`config.mk`:
```
export PLATFORM = sky130hd
export DESIGN_NAME = bank_timing_fsm_array
export DESIGN_NICKNAME = d
export VERILOG_FILES = /design/src/rtl/bank_timing_fsm_array.sv
export SDC_FILE = /design/constraint.sdc
export NUM_CORES = 1
export LEC_CHECK = 0
export CORE_MARGIN = 4
export CORE_UTILIZATION = 53
export DETAILED_ROUTE_END_ITERATION = 7
export PLACE_DENSITY_LB_ADDON = 0.3
export SLEW_MARGIN = 40
export SYNTH_ARGS = -nofsm -noshare
export SYNTH_HDL_FRONTEND = slang
export SYNTH_SLANG_ARGS = --single-unit
```
`constraint.sdc`:
```
create_clock -name clk -period 5.8 [get_ports clk]
set_input_delay 1.16 -clock clk [delete_from_list [all_inputs] [get_ports clk]]
set_output_delay 1.16 -clock clk [all_outputs]
set_load 0.03 [all_outputs]
```
`src/rtl/bank_timing_fsm_array.sv`:
```
// Per-bank DRAM timing state machine array: tracks row state for every (bank group, bank)
// and enforces tRCD/tCL/tCWL/tWR/tRP/tRFC with per-bank down-counters and error reporting.
module bank_timing_fsm_array #(
  parameter int BGWIDTH = 2,
  parameter int BAWIDTH = 2,
  parameter int BL      = 8,
  parameter int T_RCD   = 17,
  parameter int T_CL    = 17,
  parameter int T_CWL   = 12,
  parameter int T_WR    = 14,
  parameter int T_RP    = 17,
  parameter int T_RFC   = 34
) (
  input  logic                                       clk,
  input  logic                                       reset,
  input  logic [((BGWIDTH > 0) ? BGWIDTH : 1)-1:0]   bg,
  input  logic [BAWIDTH-1:0]                         ba,
  input  logic                                       ACT,
  input  logic                                       RD,
  input  logic                                       RDA,
  input  logic                                       WR,
  input  logic                                       WRA,
  input  logic                                       PR,
  input  logic                                       PRA,
  input  logic                                       REF,
  output logic [5*(1 << (BGWIDTH+BAWIDTH))-1:0]      bank_state,
  output logic [(1 << (BGWIDTH+BAWIDTH))-1:0]        bank_ready,
  output logic                                       cmd_err,
  output logic [BGWIDTH+BAWIDTH-1:0]                 err_bank
);

  localparam int IW   = BGWIDTH + BAWIDTH;
  localparam int NB   = 1 << IW;
  localparam int D_RD = T_CL + BL / 2;
  localparam int D_WR = T_CWL + BL / 2 + T_WR;

  function automatic int imax(input int a, input int b);
    return (a > b) ? a : b;
  endfunction

  localparam int D_MAX = imax(imax(imax(D_WR, T_RCD), imax(D_RD, T_RP)), T_RFC);
  localparam int CW    = $clog2(D_MAX + 1);

  // Counters are loaded with duration-1 so the state exits on the edge where cnt reaches 0.
  localparam logic [CW-1:0] L_RCD = CW'(T_RCD - 1);
  localparam logic [CW-1:0] L_RD  = CW'(D_RD - 1);
  localparam logic [CW-1:0] L_WR  = CW'(D_WR - 1);
  localparam logic [CW-1:0] L_RP  = CW'(T_RP - 1);
  localparam logic [CW-1:0] L_RFC = CW'(T_RFC - 1);

  typedef enum logic [4:0] {
    S_IDLE         = 5'h00,
    S_ACTIVATING   = 5'h01,
    S_ACTIVE       = 5'h03,
    S_READING      = 5'h04,
    S_WRITING      = 5'h05,
    S_READ_AP      = 5'h06,
    S_WRITE_AP     = 5'h07,
    S_PRECHARGING  = 5'h08,
    S_REFRESHING   = 5'h09
  } bank_st_e;

  bank_st_e      state_q [NB];
  bank_st_e      state_d [NB];
  logic [CW-1:0] cnt_q   [NB];
  logic [CW-1:0] cnt_d   [NB];
  logic          cmd_err_q;
  logic [IW-1:0] err_bank_q;

  logic [IW-1:0] idx;
  logic [7:0]    strobes;
  logic [NB-1:0] hit;
  logic          all_idle;
  logic          all_rest;
  logic          cmd_ok;
  logic          cmd_bad;
  bank_st_e      tgt_st;

  if (BGWIDTH > 0) begin : g_bg
    assign idx = {bg, ba};
  end else begin : g_no_bg
    assign idx = ba;
  end

  assign strobes = {ACT, RD, RDA, WR, WRA, PR, PRA, REF};

  always_comb begin
    for (int b = 0; b < NB; b++) begin
      bank_state[5*b +: 5] = state_q[b];
      bank_ready[b]        = (state_q[b] == S_IDLE) || (state_q[b] == S_ACTIVE);
    end
  end

  // Legality is judged against the registered (pre-edge) state of the addressed bank.
  always_comb begin
    // NOTE: every variable written here gets a default before any branch, so no latch is inferred.
    all_idle = 1'b1;
    cmd_ok   = 1'b0;
    tgt_st   = state_q[idx];
    all_rest = &bank_ready;
    for (int b = 0; b < NB; b++) begin
      all_idle = all_idle && (state_q[b] == S_IDLE);
    end
    if ($countones(strobes) == 1) begin
      if (ACT)                          cmd_ok = (tgt_st == S_IDLE);
      else if (RD || RDA || WR || WRA)  cmd_ok = (tgt_st == S_ACTIVE);
      else if (PR)                      cmd_ok = (tgt_st == S_IDLE) || (tgt_st == S_ACTIVE);
      else if (PRA)                     cmd_ok = all_rest;
      else                              cmd_ok = all_idle;
    end
    cmd_bad = (strobes != 8'h00) && !cmd_ok;
    for (int b = 0; b < NB; b++) begin
      hit[b] = cmd_ok && (idx == IW'(b));
    end
  end

  always_comb begin
    for (int b = 0; b < NB; b++) begin
      state_d[b] = state_q[b];
      cnt_d[b]   = cnt_q[b];
      case (state_q[b])
        S_IDLE: begin
          if (hit[b] && ACT) begin
            state_d[b] = S_ACTIVATING;
            cnt_d[b]   = L_RCD;
          end else if (cmd_ok && REF) begin
            state_d[b] = S_REFRESHING;
            cnt_d[b]   = L_RFC;
          end
        end
        S_ACTIVE: begin
          if (hit[b] && RD) begin
            state_d[b] = S_READING;
            cnt_d[b]   = L_RD;
          end else if (hit[b] && RDA) begin
            state_d[b] = S_READ_AP;
            cnt_d[b]   = L_RD;
          end else if (hit[b] && WR) begin
            state_d[b] = S_WRITING;
            cnt_d[b]   = L_WR;
          end else if (hit[b] && WRA) begin
            state_d[b] = S_WRITE_AP;
            cnt_d[b]   = L_WR;
          end else if ((hit[b] && PR) || (cmd_ok && PRA)) begin
            state_d[b] = S_PRECHARGING;
            cnt_d[b]   = L_RP;
          end
        end
        default: begin
          if (cnt_q[b] != '0) begin
            cnt_d[b] = cnt_q[b] - CW'(1);
          end else begin
            case (state_q[b])
              S_ACTIVATING, S_READING, S_WRITING: state_d[b] = S_ACTIVE;
              S_READ_AP, S_WRITE_AP: begin
                state_d[b] = S_PRECHARGING;
                cnt_d[b]   = L_RP;
              end
              default: state_d[b] = S_IDLE;
            endcase
          end
        end
      endcase
    end
  end

  always_ff @(posedge clk or posedge reset) begin
    if (reset) begin
      // NOTE: the per-bank state and counter arrays are reset element by element so that a reset aborts every timed state.
      for (int b = 0; b < NB; b++) begin
        state_q[b] <= S_IDLE;
        cnt_q[b]   <= '0;
      end
      cmd_err_q  <= 1'b0;
      err_bank_q <= '0;
    end else begin
      // NOTE: non-blocking assignments so every bank samples the same pre-edge state.
      for (int b = 0; b < NB; b++) begin
        state_q[b] <= state_d[b];
        cnt_q[b]   <= cnt_d[b];
      end
      cmd_err_q <= cmd_bad;
      if (cmd_bad) err_bank_q <= idx;
    end
  end

  assign cmd_err  = cmd_err_q;
  assign err_bank = err_bank_q;

endmodule

```
==> results of run 1 <==
worst register-to-register path, cell delays in order, from the launching register on:
cell,delay [ps]
sky130_fd_sc_hd__dfrtp_1,520
sky130_fd_sc_hd__mux4_2,530
sky130_fd_sc_hd__a22o_1,260
sky130_fd_sc_hd__nor2_2,150
sky130_fd_sc_hd__nand4_2,330
sky130_fd_sc_hd__buf_4,340
sky130_fd_sc_hd__o31a_1,340
sky130_fd_sc_hd__nand2b_1,150
sky130_fd_sc_hd__a221o_1,330
sky130_fd_sc_hd__a31oi_1,220
sky130_fd_sc_hd__mux2_2,360
cell families after synthesis:
logic type,synth area share [%]
other,0.03228
and+or+nand+nor,22.55
xor gates and xnor gates,1.282
DFF,35.54
muxes,7.787
adders and majority gates,3.166
buffers and inverters,5.988
AOI/OAI and AO/OA,23.65
worst max path at each step:
stage | start | to | cells after the start
after floorplan | reset | bank_state[0] | 1
after global placement | ACT | cnt_q[66] | 18
after detailed placement | ACT | cnt_q[66] | 18
after CTS | ACT | cnt_q[66] | 18
after global routing | ACT | bank_state[45] | 19
final | ACT | cnt_q[66] | 18
power groups by stage:
stage	clock (W)	combinational [W]	sequential, W
2_1_floorplan	0	0.00312	0.00218
3_3_place_gp	0	0.00454	0.00217
3_5_place_dp	0	0.00465	0.00219
4_1_cts	0.00110	0.00468	0.00217
5_1_grt	0.00116	0.00516	0.00225
6_report	0.00110	0.00473	0.00220
layout make-up:
cell class,instances,area (um2)
fillers,1768,7435
repair buffers,176,1604
clock buffers,20,446.7
inverters,85,326.6
multi-input cells,1034,6897
clock inverters,12,105.1
flip-flops and latches,165,4129
well taps,275,344.1
sequential cells by signal (all words and copies together) (netlist names):
name        flops
cmd_err         1
err_bank        4
bank_state     64
cnt_q          96
routing by layer:
metal | part of all wire [%] | vias to the layer above | GRT usage (%)
met4 | 3.2 | 2 | 9.754
met2 | 46 | 578 | 47.34
met1 | 42 | 5527 | 40.59
met5 | 0.036 | - | 0
li1 | - | 5215 | -
met3 | 8.8 | 94 | 6.130
metrics by stage:
| step | setup TNS, ps | setup slack [ps] | instances | hold WS, ps | power (W) |
|---|---|---|---|---|---|
| after floorplan | 0 | 178.3 | 1355 | 445.1 | 0.005302 |
| after global placement | -396.6 | -61.48 | 1735 | 466.3 | 0.006710 |
| after detailed placement | -2365 | -128.0 | 1735 | 475.8 | 0.006833 |
| after CTS | 0 | 310.6 | 1767 | 500.8 | 0.007958 |
| after global routing | 0 | 77.92 | 1767 | 522.3 | 0.008569 |
| final | 0 | 280.6 | 1767 | 497.0 | 0.008021 |
placed cells by master (no fill, tap or decap), drive strengths merged, types with 24 or more instances in the layout:
cell type / synthesis / final
a21oi: 46 / 46
buf: 32 / 78
clkdlybuf4s50: 0 / 98
dfrtp: 165 / 165
inv: 85 / 87
mux2: 59 / 59
nand2: 109 / 109
nand2b: 27 / 27
nand3: 38 / 38
nor2: 136 / 136
nor2b: 27 / 27
nor3: 49 / 49
nor4: 25 / 25
o211ai: 34 / 34
o21ai: 104 / 104
o221ai: 24 / 24
or3: 40 / 40
==> report_table.html, run 1 <==
<table>
<tr><th>Metric</th><th>Value</th></tr>
<tr><th colspan="2">Floorplanning</th></tr>
<tr><td>Core ar.</td><td>21290 um2</td></tr>
<tr><td>Die Span X</td><td>156.1 um</td></tr>
<tr><td>Site row count</td><td>53</td></tr>
<tr><td>Height of the chip</td><td>156.1 um</td></tr>
<tr><td>Die outline area</td><td>24350 um2</td></tr>
<tr><td>Initial core utilization</td><td>54.58%</td></tr>
<tr><td>I/O pin count</td><td>115</td></tr>
<tr><th colspan="2">Worst hold path</th></tr>
<tr><td>WHS Endpoint</td><td>err_bank[2]</td></tr>
<tr><td>Min-delay worst type</td><td>flip-flop to flip-flop</td></tr>
<tr><td>Instance count along the most critical hold path</td><td>2</td></tr>
<tr><td>Hold wc startpoint</td><td>err_bank[2]</td></tr>
<tr><th colspan="2">STA</th></tr>
<tr><td>Setup clock skew after layout</td><td>12.96 ps</td></tr>
<tr><td>Unrepaired setup endpoints after global routing</td><td>false</td></tr>
<tr><td>Final-report setup violation count</td><td>0</td></tr>
<tr><td>Achievable Freq</td><td>181.2 MHz</td></tr>
<tr><td>Number of slew-limit violations in the final report</td><td>0</td></tr>
<tr><td>Shortest period the worst path allows</td><td>5519 ps</td></tr>
<tr><td>Transition at the pin with the smallest max-transition slack</td><td>821.4 ps</td></tr>
<tr><td>Number of hold-slack violations in the final timing report</td><td>0</td></tr>
<tr><td>Final period utilization</td><td>95.16%</td></tr>
<tr><td>Max-Slew Margin vs Limit</td><td>44.73%</td></tr>
<tr><th colspan="2">Logic synthesis</th></tr>
<tr><td>Most numerous cell types in the synthesized netlist</td><td>sky130_fd_sc_hd__dfrtp_1 (165), sky130_fd_sc_hd__nor2_1 (134), sky130_fd_sc_hd__nand2_1 (109), sky130_fd_sc_hd__o21ai_0 (99), sky130_fd_sc_hd__inv_1 (84)</td></tr>
<tr><td>Share of the synthesized area in the top cell type</td><td>35.54%</td></tr>
<tr><td>Area of the mapped netlist</td><td>11620 um2</td></tr>
<tr><td>Most frequent cell after synthesis</td><td>sky130_fd_sc_hd__dfrtp_1</td></tr>
<tr><td>Number of enable-type register cells in the synthesized netlist</td><td>0</td></tr>
<tr><td>Synth top area cells</td><td>sky130_fd_sc_hd__dfrtp_1 (36%), sky130_fd_sc_hd__mux2_2 (5.2%), sky130_fd_sc_hd__nor2_1 (4.3%)</td></tr>
<tr><td>Synth warn</td><td>0</td></tr>
<tr><td>Synth Instances</td><td>1340</td></tr>
<tr><td>Register area share after synthesis</td><td>35.54%</td></tr>
<tr><td>Share of synthesized registers carrying an async set or reset</td><td>100.0%</td></tr>
<tr><td>Synthesized area per cell</td><td>8.670 um2</td></tr>
<tr><td>Count of state elements after synthesis</td><td>165</td></tr>
<tr><td>Top cell type by total area after synthesis</td><td>sky130_fd_sc_hd__dfrtp_1</td></tr>
<tr><td>Most used flip-flop cell after synthesis</td><td>sky130_fd_sc_hd__dfrtp_1</td></tr>
<tr><td>Library cells used by synthesis</td><td>87</td></tr>
<tr><th colspan="2">Clock tree</th></tr>
<tr><td>Number of buffers created by CTS</td><td>17</td></tr>
<tr><td>TritonCTS clock tree</td><td>yes</td></tr>
<tr><td>Sinks on the clock net</td><td>165</td></tr>
<tr><td>Number of buffers inserted by hold repair at cts</td><td>0</td></tr>
<tr><td>Level count of the clock H-tree</td><td>4</td></tr>
<tr><td>Number of cells upsized or downsized after cts</td><td>0</td></tr>
<tr><td>Cell at the root of the clock tree</td><td>sky130_fd_sc_hd__clkbuf_16</td></tr>
<tr><td>Post-CTS Setup Repair Bufs</td><td>0</td></tr>
<tr><td>Clock transition at path regs</td><td>60 ps</td></tr>
<tr><td>Clk Latency, worst-skew pair</td><td>440 ps</td></tr>
<tr><td>Clk buf depth</td><td>2</td></tr>
<tr><th colspan="2">Flow run</th></tr>
<tr><td>Number of maximum-capacitance constraint violations</td><td>0</td></tr>
<tr><th colspan="2">Worst setup path</th></tr>
<tr><td>Critical register-to-register path endpoint</td><td>cnt_q[66]</td></tr>
<tr><td>Most frequent cell on the critical path</td><td>sky130_fd_sc_hd__fa_1</td></tr>
<tr><td>Crit-path max FO</td><td>3</td></tr>
<tr><td>Critical path startpoint category</td><td>primary input</td></tr>
<tr><td>Start-to-end type of the worst setup path</td><td>primary input to flip-flop</td></tr>
<tr><td>Register-to-register setup slack</td><td>2160 ps</td></tr>
<tr><td>Origin of the critical flop-to-flop path</td><td>bank_state[55]</td></tr>
<tr><td>Register-to-Register Path Depth</td><td>10</td></tr>
<tr><td>Largest delay share family, worst path</td><td>adder cells</td></tr>
<tr><td>Critical-path cell list</td><td>clkdlybuf4s50_1, fa_1, inv_1, fa_1, fa_1, inv_1, ha_1, inv_1, fa_1, nor2_1, a31o_2, nand4_1, buf_4, o31a_1, nand2b_1, a221o_1, a31oi_1, mux2_2</td></tr>
<tr><td>Slowest cell on crit path</td><td>sky130_fd_sc_hd__fa_1</td></tr>
<tr><td>Critical Path AT</td><td>5840 ps</td></tr>
<tr><td>Sort of element at the end of the critical path</td><td>flip-flop</td></tr>
<tr><td>Critical Path Max Stage Delay</td><td>540 ps</td></tr>
<tr><td>Buffer and inverter count on the worst path</td><td>5</td></tr>
<tr><td>Critical Path RT</td><td>6120 ps</td></tr>
<tr><th colspan="2">Power and ir drop</th></tr>
<tr><td>Combinational power share</td><td>58.9%</td></tr>
<tr><td>Power share of the clock group</td><td>13.7%</td></tr>
<tr><td>Leakage component of the power</td><td>5.770 nW</td></tr>
<tr><td>Internal power</td><td>0.004323 W</td></tr>
<tr><td>Part of the power in registers</td><td>27.4%</td></tr>
<tr><td>Net Sw Frac</td><td>46.11%</td></tr>
<tr><td>Worst IR Drop VDD</td><td>0.0003782 V</td></tr>
<tr><td>Power per standard cell area</td><td>579.1 nW/um2</td></tr>
<tr><td>Net Sw Power</td><td>0.003699 W</td></tr>
<tr><th colspan="2">Global route</th></tr>
<tr><td>First-pass GRT wire length</td><td>58220 um</td></tr>
<tr><td>Overall fraction of global-route tracks in use</td><td>29.67%</td></tr>
<tr><td>Via count of the first global-routing pass</td><td>10870</td></tr>
<tr><td>Antenna violations before repair</td><td>1</td></tr>
<tr><td>Maximum number of pins on one net before global-route repair</td><td>86</td></tr>
<tr><td>GRT overflow</td><td>0</td></tr>
<tr><th colspan="2">Status</th></tr>
<tr><td>Run status</td><td>finished clean</td></tr>
<tr><th colspan="2">Placed design</th></tr>
<tr><td>Number of buffers added on ports</td><td>98</td></tr>
<tr><td>Area after DPL</td><td>13270 um2</td></tr>
<tr><td>Final HPWL from detailed placement</td><td>26740 um</td></tr>
<tr><td>Final weighted congestion in routability-driven placement</td><td>1.019</td></tr>
<tr><th colspan="2">Layout</th></tr>
<tr><td>Diodes inserted</td><td>0</td></tr>
<tr><td>Final core utilization</td><td>65.07%</td></tr>
<tr><td>Ratio of cells with drive above 1 in the final layout</td><td>15.55%</td></tr>
<tr><td>Synth-to-Final Area Change</td><td>19.24%</td></tr>
<tr><td>Final net count</td><td>1520</td></tr>
<tr><td>Non-Filler Cell Area, Final</td><td>13850 um2</td></tr>
<tr><th colspan="2">Routing</th></tr>
<tr><td>Mean routed wirelength per cell</td><td>20.51 um</td></tr>
<tr><td>Average vias per placed instance</td><td>6.461</td></tr>
<tr><td>Number of violations reported at the end of detailed-routing iteration 0</td><td>1207</td></tr>
<tr><td>Number of optimization iterations in the first detailed-route pass</td><td>6</td></tr>
<tr><td>Remaining antenna violation count after routing</td><td>0</td></tr>
<tr><td>Via Count</td><td>11420</td></tr>
<tr><td>DRC Markers</td><td>0</td></tr>
<tr><td>DRT Wirelength</td><td>36240 um</td></tr>
</table>
Power figures use the tool's default switching activity.
==> inputs of run 2 (changes only) <==
- ABC_AREA: not set -> 0
- CORE_ASPECT_RATIO: not set -> 1.25
- PLACE_DENSITY: not set -> 0.88
- PLACE_DENSITY_LB_ADDON: 0.3 -> not set
==> run 2 against run 1 <==
Compared with the run above: the flow now finishes with violations (DRC); core utilization is 0.18 points lower; global-route usage barely moved; largest power group unchanged; register-to-register slack got worse by 110 ps; worst hold slack got worse by 12 ps; critical path depth unchanged; highest routed layer is now met4; power is 2.8% higher; non-clock buffer count grew 3.
==> report_table.html, run 2 (same netlist as run 1, synthesis figures left out) <==
<table>
<tr><th>Metric</th><th>Value</th></tr>
<tr><th colspan="2">Placed design</th></tr>
<tr><td>Final weighted congestion in routability-driven placement</td><td>1.044 (+2.4%)</td></tr>
<tr><td>Final HPWL from detailed placement</td><td>27570 um (+3.1%)</td></tr>
<tr><td>Number of buffers added on ports</td><td>98 (unchanged)</td></tr>
<tr><th colspan="2">Worst setup path</th></tr>
<tr><td>Number of logic stages on the critical path including buffering</td><td>18 (unchanged)</td></tr>
<tr><td>Register-to-Register Path Depth</td><td>10 (unchanged)</td></tr>
<tr><td>Slowest cell on crit path</td><td>sky130_fd_sc_hd__clkdlybuf4s50_1</td></tr>
<tr><td>Critical-path cell list</td><td>clkdlybuf4s50_1, fa_1, inv_1, fa_1, fa_1, inv_1, ha_1, inv_1, fa_1, nor2_1, a31o_2, nand4_1, buf_12, o31a_1, nand2b_1, a221o_1, a31oi_1, mux2_2</td></tr>
<tr><td>Crit-path max FO</td><td>10 (+7)</td></tr>
<tr><td>Most frequent cell on the critical path</td><td>sky130_fd_sc_hd__fa_1</td></tr>
<tr><td>Start-to-end type of the worst setup path</td><td>primary input to flip-flop</td></tr>
<tr><td>Buffer and inverter count on the worst path</td><td>5 (unchanged)</td></tr>
<tr><td>Sort of element at the end of the critical path</td><td>flip-flop</td></tr>
<tr><td>Critical Path AT</td><td>5920 ps (+80 ps)</td></tr>
<tr><td>Critical Path Max Stage Delay</td><td>520 ps (-20 ps)</td></tr>
<tr><td>Critical Path RT</td><td>6120 ps (about the same)</td></tr>
<tr><td>Largest delay share family, worst path</td><td>adder cells</td></tr>
<tr><td>Critical path startpoint category</td><td>primary input</td></tr>
<tr><th colspan="2">STA</th></tr>
<tr><td>Final-report setup violation count</td><td>0 (unchanged)</td></tr>
<tr><td>Max-Slew Margin vs Limit</td><td>40.01% (-4.7 points)</td></tr>
<tr><td>Unrepaired setup endpoints after global routing</td><td>false</td></tr>
<tr><td>Number of slew-limit violations in the final report</td><td>0 (unchanged)</td></tr>
<tr><td>Transition at the pin with the smallest max-transition slack</td><td>891.6 ps (+70.19 ps)</td></tr>
<tr><td>Number of hold-slack violations in the final timing report</td><td>0 (unchanged)</td></tr>
<tr><td>Final period utilization</td><td>96.45% (+1.3 points)</td></tr>
<tr><td>Setup clock skew after layout</td><td>9.157 ps (-3.802 ps)</td></tr>
<tr><td>Post-route worst hold slack</td><td>484.9 ps (-12.09 ps)</td></tr>
<tr><td>Achievable Freq</td><td>178.8 MHz (-1.3%)</td></tr>
<tr><td>Shortest period the worst path allows</td><td>5594 ps (+75.01 ps)</td></tr>
<tr><th colspan="2">Worst hold path</th></tr>
<tr><td>Min-delay worst type</td><td>flip-flop to flip-flop</td></tr>
<tr><td>Instance count along the most critical hold path</td><td>1 (-1)</td></tr>
<tr><th colspan="2">Routing</th></tr>
<tr><td>Average vias per placed instance</td><td>6.629 (+2.6%)</td></tr>
<tr><td>Number of violations reported at the end of detailed-routing iteration 0</td><td>1430 (+18%)</td></tr>
<tr><td>Via Count</td><td>11760 (+3.0%)</td></tr>
<tr><td>Number of optimization iterations in the first detailed-route pass</td><td>8 (+2)</td></tr>
<tr><td>Mean routed wirelength per cell</td><td>20.99 um (+2.3%)</td></tr>
<tr><td>Remaining antenna violation count after routing</td><td>0 (unchanged)</td></tr>
<tr><td>DRC Markers</td><td>5 (+5)</td></tr>
<tr><td>DRT Wirelength</td><td>37230 um (+2.7%)</td></tr>
<tr><th colspan="2">Clock tree</th></tr>
<tr><td>Number of buffers inserted by hold repair at cts</td><td>0 (unchanged)</td></tr>
<tr><td>Sinks on the clock net</td><td>165 (unchanged)</td></tr>
<tr><td>Cell at the root of the clock tree</td><td>sky130_fd_sc_hd__clkbuf_16</td></tr>
<tr><td>TritonCTS clock tree</td><td>yes</td></tr>
<tr><td>Level count of the clock H-tree</td><td>4 (unchanged)</td></tr>
<tr><td>Clk buf depth</td><td>2 (unchanged)</td></tr>
<tr><td>Post-CTS Setup Repair Bufs</td><td>0 (unchanged)</td></tr>
<tr><td>Clock transition at path regs</td><td>70 ps (about the same)</td></tr>
<tr><td>Clk Latency, worst-skew pair</td><td>440 ps (about the same)</td></tr>
<tr><td>Number of buffers created by CTS</td><td>17 (unchanged)</td></tr>
<tr><td>Number of cells upsized or downsized after cts</td><td>0 (unchanged)</td></tr>
<tr><th colspan="2">Layout</th></tr>
<tr><td>Final core utilization</td><td>64.90% (-0.18 points)</td></tr>
<tr><td>Register bank with the most flops</td><td>cnt_q</td></tr>
<tr><td>Synth-to-Final Area Change</td><td>20.36%</td></tr>
<tr><td>Diodes inserted</td><td>0 (unchanged)</td></tr>
<tr><td>Number of flip-flops under the largest register name</td><td>96 (unchanged)</td></tr>
<tr><td>Filler Cells Inserted</td><td>1712 (-3.2%)</td></tr>
<tr><td>Leading cell type in the layout, fill and taps excluded</td><td>sky130_fd_sc_hd__dfrtp_1</td></tr>
<tr><td>Top library cells by usage in the layout, fill and taps aside</td><td>sky130_fd_sc_hd__dfrtp_1 (165), sky130_fd_sc_hd__nor2_1 (134), sky130_fd_sc_hd__nand2_1 (109)</td></tr>
<tr><td>Final net count</td><td>1523 (+0.20%)</td></tr>
<tr><td>Ratio of cells with drive above 1 in the final layout</td><td>15.85% (+0.30 points)</td></tr>
<tr><th colspan="2">Power and ir drop</th></tr>
<tr><td>Power share of the clock group</td><td>14.6% (+0.9 points)</td></tr>
<tr><td>Leakage component of the power</td><td>5.827 nW (+0.98%)</td></tr>
<tr><td>Combinational power share</td><td>58.7% (-0.2 points)</td></tr>
<tr><td>Net Sw Frac</td><td>46.14% (about the same)</td></tr>
<tr><td>Net Sw Power</td><td>0.003806 W (+2.9%)</td></tr>
<tr><td>Power per standard cell area</td><td>589.9 nW/um2 (+1.9%)</td></tr>
<tr><td>Internal power</td><td>0.004443 W (+2.8%)</td></tr>
<tr><td>Part of the power in registers</td><td>26.8% (-0.6 points)</td></tr>
<tr><td>Worst IR Drop VDD</td><td>0.0004124 V (+9.1%)</td></tr>
<tr><th colspan="2">Floorplanning</th></tr>
<tr><td>Die outline area</td><td>24370 um2 (about the same)</td></tr>
<tr><td>Site row count</td><td>60 (+13%)</td></tr>
<tr><td>I/O pin count</td><td>115 (unchanged)</td></tr>
<tr><td>Core ar.</td><td>21550 um2 (+1.2%)</td></tr>
<tr><td>Height of the chip</td><td>173.5 um (+11%)</td></tr>
<tr><td>Initial core utilization</td><td>53.92% (-0.66 points)</td></tr>
<tr><td>Die Span X</td><td>140.4 um (-10%)</td></tr>
<tr><th colspan="2">Flow run</th></tr>
<tr><td>Number of maximum-capacitance constraint violations</td><td>0 (unchanged)</td></tr>
<tr><th colspan="2">Global route</th></tr>
<tr><td>Via count of the first global-routing pass</td><td>11370 (+4.6%)</td></tr>
<tr><td>GRT overflow</td><td>0 (unchanged)</td></tr>
<tr><td>Overall fraction of global-route tracks in use</td><td>29.69% (about the same)</td></tr>
<tr><td>Maximum number of pins on one net before global-route repair</td><td>88 (+2.3%)</td></tr>
<tr><td>Antenna violations before repair</td><td>0 (-1)</td></tr>
<tr><td>First-pass GRT wire length</td><td>59310 um (+1.9%)</td></tr>
<tr><th colspan="2">Status</th></tr>
<tr><td>Violated checks</td><td>DRC</td></tr>
<tr><td>Run status</td><td>finished with violations</td></tr>
</table>
-- run 2: cell types whose count changed in the layout (fill, tap and decap cells not counted), moves of 2 or more --
cell,delta
sky130_fd_sc_hd__inv_6,+2
sky130_fd_sc_hd__nor3_2,+2
sky130_fd_sc_hd__buf_12,+3
sky130_fd_sc_hd__clkbuf_1,-2
sky130_fd_sc_hd__nor3_1,-2
sky130_fd_sc_hd__clkinv_2,-5
-- run 2: final timing paths --
kind | start | to | slack (ps)
worst min-delay path | cnt_q[75] | cnt_q[75] | 480
worst max register to register | bank_state[55] | cnt_q[66] | 2050
worst max-delay path | WR | cnt_q[66] | 210
min in group asynchronous | reset | cnt_q[85] | 1220
worst min register to register | cnt_q[75] | cnt_q[75] | 480
max in group asynchronous | reset | bank_state[11] | 3660
-- run 2: through the flow --
step | power, W | TNS [ps] | cells | area (um2) | setup slack, ps
after CTS | 0.008165 | 0 | 1774 | 13960 | 232.0
after global placement | 0.006722 | -369.6 | 1742 | 13320 | -64.53
after floorplan | 0.005302 | 0 | 1355 | 11670 | 178.3
after detailed placement | 0.006936 | -6302 | 1742 | 13340 | -219.3
final | 0.008248 | 0 | 1774 | 13980 | 205.6
after global routing | 0.008764 | 0 | 1774 | 13980 | 26.12
-- run 2: layer usage --
| metal | part of all wire [%] | GRT usage, % | up-vias |
|---|---|---|---|
| met5 | 0 | 0 | - |
| met4 | 5.8 | 15.51 | 0 |
| met3 | 9.5 | 6.374 | 174 |
| met2 | 47 | 48.38 | 713 |
| met1 | 37 | 36.90 | 5656 |
| li1 | - | - | 5217 |
-- run 2: power by group through the flow --
stage / clock (W) / combinational (W) / sequential, W
finish: 0.00120 / 0.00484 / 0.00221
floorplan: 0 / 0.00312 / 0.00218
detailed placement: 0 / 0.00475 / 0.00219
CTS: 0.00121 / 0.00478 / 0.00217
global placement: 0 / 0.00456 / 0.00216
global route: 0.00126 / 0.00524 / 0.00226
-- run 2: final cells by class --
cell class / count / area [um2] / area share [%]
Multi-Input combinational cell: 1034 / 6897 / 49.32
Sequential cell: 165 / 4129 / 29.53
Timing Repair Buffer: 179 / 1664 / 11.90
Clock buffer: 19 / 452.9 / 3.239
Tap cell: 279 / 349.1 / 2.497
Inverter: 85 / 324.1 / 2.318
Clock inverter: 13 / 166.4 / 1.190
-- run 2: worst register-to-register path: stages (launching register included) --
cell	delay (ps)
sky130_fd_sc_hd__dfrtp_1	530
sky130_fd_sc_hd__mux4_2	540
sky130_fd_sc_hd__a22o_1	250
sky130_fd_sc_hd__nor2_2	140
sky130_fd_sc_hd__nand4_2	400
sky130_fd_sc_hd__buf_4	360
sky130_fd_sc_hd__o31a_1	340
sky130_fd_sc_hd__nand2b_1	150
sky130_fd_sc_hd__a221o_1	340
sky130_fd_sc_hd__a31oi_1	210
sky130_fd_sc_hd__mux2_2	370
==> patch: new RTL, flow settings as in run 2 <==
The output `cmd_err` loses its register stage (`cmd_err_q` becomes a continuous assignment).
--- a/src/rtl/bank_timing_fsm_array.sv
+++ b/src/rtl/bank_timing_fsm_array.sv
@@ -171,7 +171,6 @@
         state_q[b] <= S_IDLE;
         cnt_q[b]   <= '0;
       end
-      cmd_err_q  <= 1'b0;
       err_bank_q <= '0;
     end else begin
       // NOTE: non-blocking assignments so every bank samples the same pre-edge state.
@@ -179,10 +178,11 @@
         state_q[b] <= state_d[b];
         cnt_q[b]   <= cnt_d[b];
       end
-      cmd_err_q <= cmd_bad;
       if (cmd_bad) err_bank_q <= idx;
     end
   end
+
+  assign cmd_err_q = cmd_bad;
 
   assign cmd_err  = cmd_err_q;
   assign err_bank = err_bank_q;
Check against the original RTL: not settled (the Yosys comparison gave no result); the edit may change what the design does.
==> patch against run 2 <==
The run still ends with DRC left; design area grew 5.1%; setup slack lost 0.14 ns; synthesized area grew 2.5%; wire length grew 4.9%; sequential cell count shrank 1; die area grew 2.4%; count of clock-buffer cells in the layout grew 2; power grew 17%; combinational power grew 22%; clock skew grew 0.0019 ns; critical endpoint is now cmd_err; critical path type is now input port to output port.
==> patch: results (changes against run 2) <==
metric,value,unit,change
status,finished with violations,,
violations,DRC,,
port_buffers,98,,unchanged
cp-startpoint,WR,,
critPathSlowestCell,fa_1,,
critical-path-top-delay-family,adder cells,,
yosysSeqAreaShare,0.3445,,-0.01091
place_area,0.01391,mm²,+4.3%
crit_end,cmd_err,,
post-place-cells,1807,,+3.7%
drv_slew,0,,unchanged
nets,1594,,+4.7%
ir_drop,0.4145,mV,+0.49%
gr-usage-all-layers,0.3087,,+0.01179
cts.clk_slew.worst_paths,0.06,ns,
antenna_found_initial,1,,+1
async_reset_ff_frac,1.000,,unchanged
dpl.hpwl,28040,µm,+1.7%
synthTopCellsByCount,"dfrtp_1, nor2_1, o21ai_0",,
ff2ff_setup_slack,1.48,ns,-0.57 ns
diodes,0,,unchanged
largest_reg_flops,96,,unchanged
viasPerCell,6.757,,+1.9%
drt_iter0_drc,1452,,+1.5%
top_register,cnt_q,,
netlist_instances,1361,,+1.6%
drtPass1Iterations,8,,unchanged
cts_root_buf,clkbuf_16,,
grt_overflow,0,,unchanged
crit_fanout,2,,-8
leakagePower,6.101,nW,+4.7%
synth_cell_types,100,,+15%
cts_buffer_depth,2,,unchanged
vias,12493,,+6.2%
r2r-end,cnt_q[84],,
gp_congestion,1.007,,-3.5%
max_stage_delay,0.50,ns,-0.02 ns
skew,0.01109,ns,+0.001937 ns
reg2reg_from,bank_state[21],,
cts_made_buffers,17,,unchanged
max_slew_margin,0.4122,,+0.01207
clock_latency,0.45,ns,
drc,3,,-2
drive_gt1_frac,0.1954,,+0.03687
yosysWarnings,0,,unchanged
grt_pass1_wl,62400,µm,+5.2%
reg2regPathDepth,19,,+9
drt_wl_total,39040,µm,+4.9%
ctsHtreeMaxLevel,4,,unchanged
synth_area_leaders,"dfrtp_1, o21ai_0, nor2_1",,
holdCritPathClass,flop to flop,,
grt_max_degree,106,,+20%
==> patch: cell count changes after synthesis, sizes merged, moves of 8 or more <==
cell and change:
inv -28, nand2b +15, o21ai +30, o22ai +15
or3 -19, nor2b -18, o211ai -25, a21boi +8
a21oi +11, nand2 +13, a31oi +12
==> patch: cells by family (layout without fill, tap and decap cells) <==
group | count (synthesis) | after routing | share of synthesized area
flops | 164 | 164 | 0.3445
simple gates | 523 | 523 | 0.2280
compound gates | 425 | 425 | 0.2509
buf+inv | 129 | 319 | 0.05073
other cells | 1 | 16 | 0.0003148
xor+xnor | 21 | 21 | 0.01544
fa+ha+maj | 27 | 27 | 0.03088
mux | 71 | 71 | 0.07919
==> patch: per-stage QoR <==
| stage | utilization | hold slack [ns] | setup WS [ns] |
|---|---|---|---|
| 3_5_place_dp | 0.6264 | 0.4812 | -0.3141 |
| 6_report | 0.6619 | 0.5008 | 0.06554 |
| 4_1_cts | 0.6593 | 0.5001 | 0.03923 |
| 5_1_grt | 0.6619 | 0.5143 | -0.006684 |
| 3_3_place_gp | 0.6260 | 0.4711 | -0.2510 |
| 2_1_floorplan | - | 0.4519 | 0.08233 |
==> patch: report_power, final <==
part,total [mW],internal (mW),switching [mW]
sequential,2.42,1.68,0.743
combinational,5.90,2.65,3.25
clock,1.29,0.769,0.521
==> patch: routing by layer <==
layer / wire length [µm] / vias up / track usage
li1: - / 5467 / -
met1: 14070 / 5947 / 0.3701
met2: 18480 / 839 / 0.5012
met3: 4015 / 238 / 0.07298
met4: 2469 / 2 / 0.1848
met5: 13 / - / 0
==> patch: worst min path at each step <==
stage	endpoint	startpoint	slack, ns	cells after the start
after floorplan	cnt_q[88]	cnt_q[88]	0.45	1
after global placement	cnt_q[74]	cnt_q[74]	0.47	1
after detailed placement	cnt_q[26]	cnt_q[26]	0.48	1
after CTS	cnt_q[26]	cnt_q[26]	0.50	1
after global routing	err_bank[3]	err_bank[3]	0.51	1
final	cnt_q[26]	cnt_q[26]	0.50	1
==> patch: area by class of cell <==
cell class	instances	area [µm²]
Fill cell	1702	7510
Multi-Input combinational cell	1083	7333
Sequential cell	164	4104
Timing Repair Buffer	228	2028
Clock buffer	21	480.5
Tap cell	283	354.1
Inverter	59	229.0
Clock inverter	11	171.4
==> patch: repair_timing <==
action                                  in CTS  in global routing
endpoints found under the setup margin       1                 18
setup buffers                                9                  1
hold buffers                                 0                  0
pin swaps                                    5                  8
gates resized for setup                     11                 16
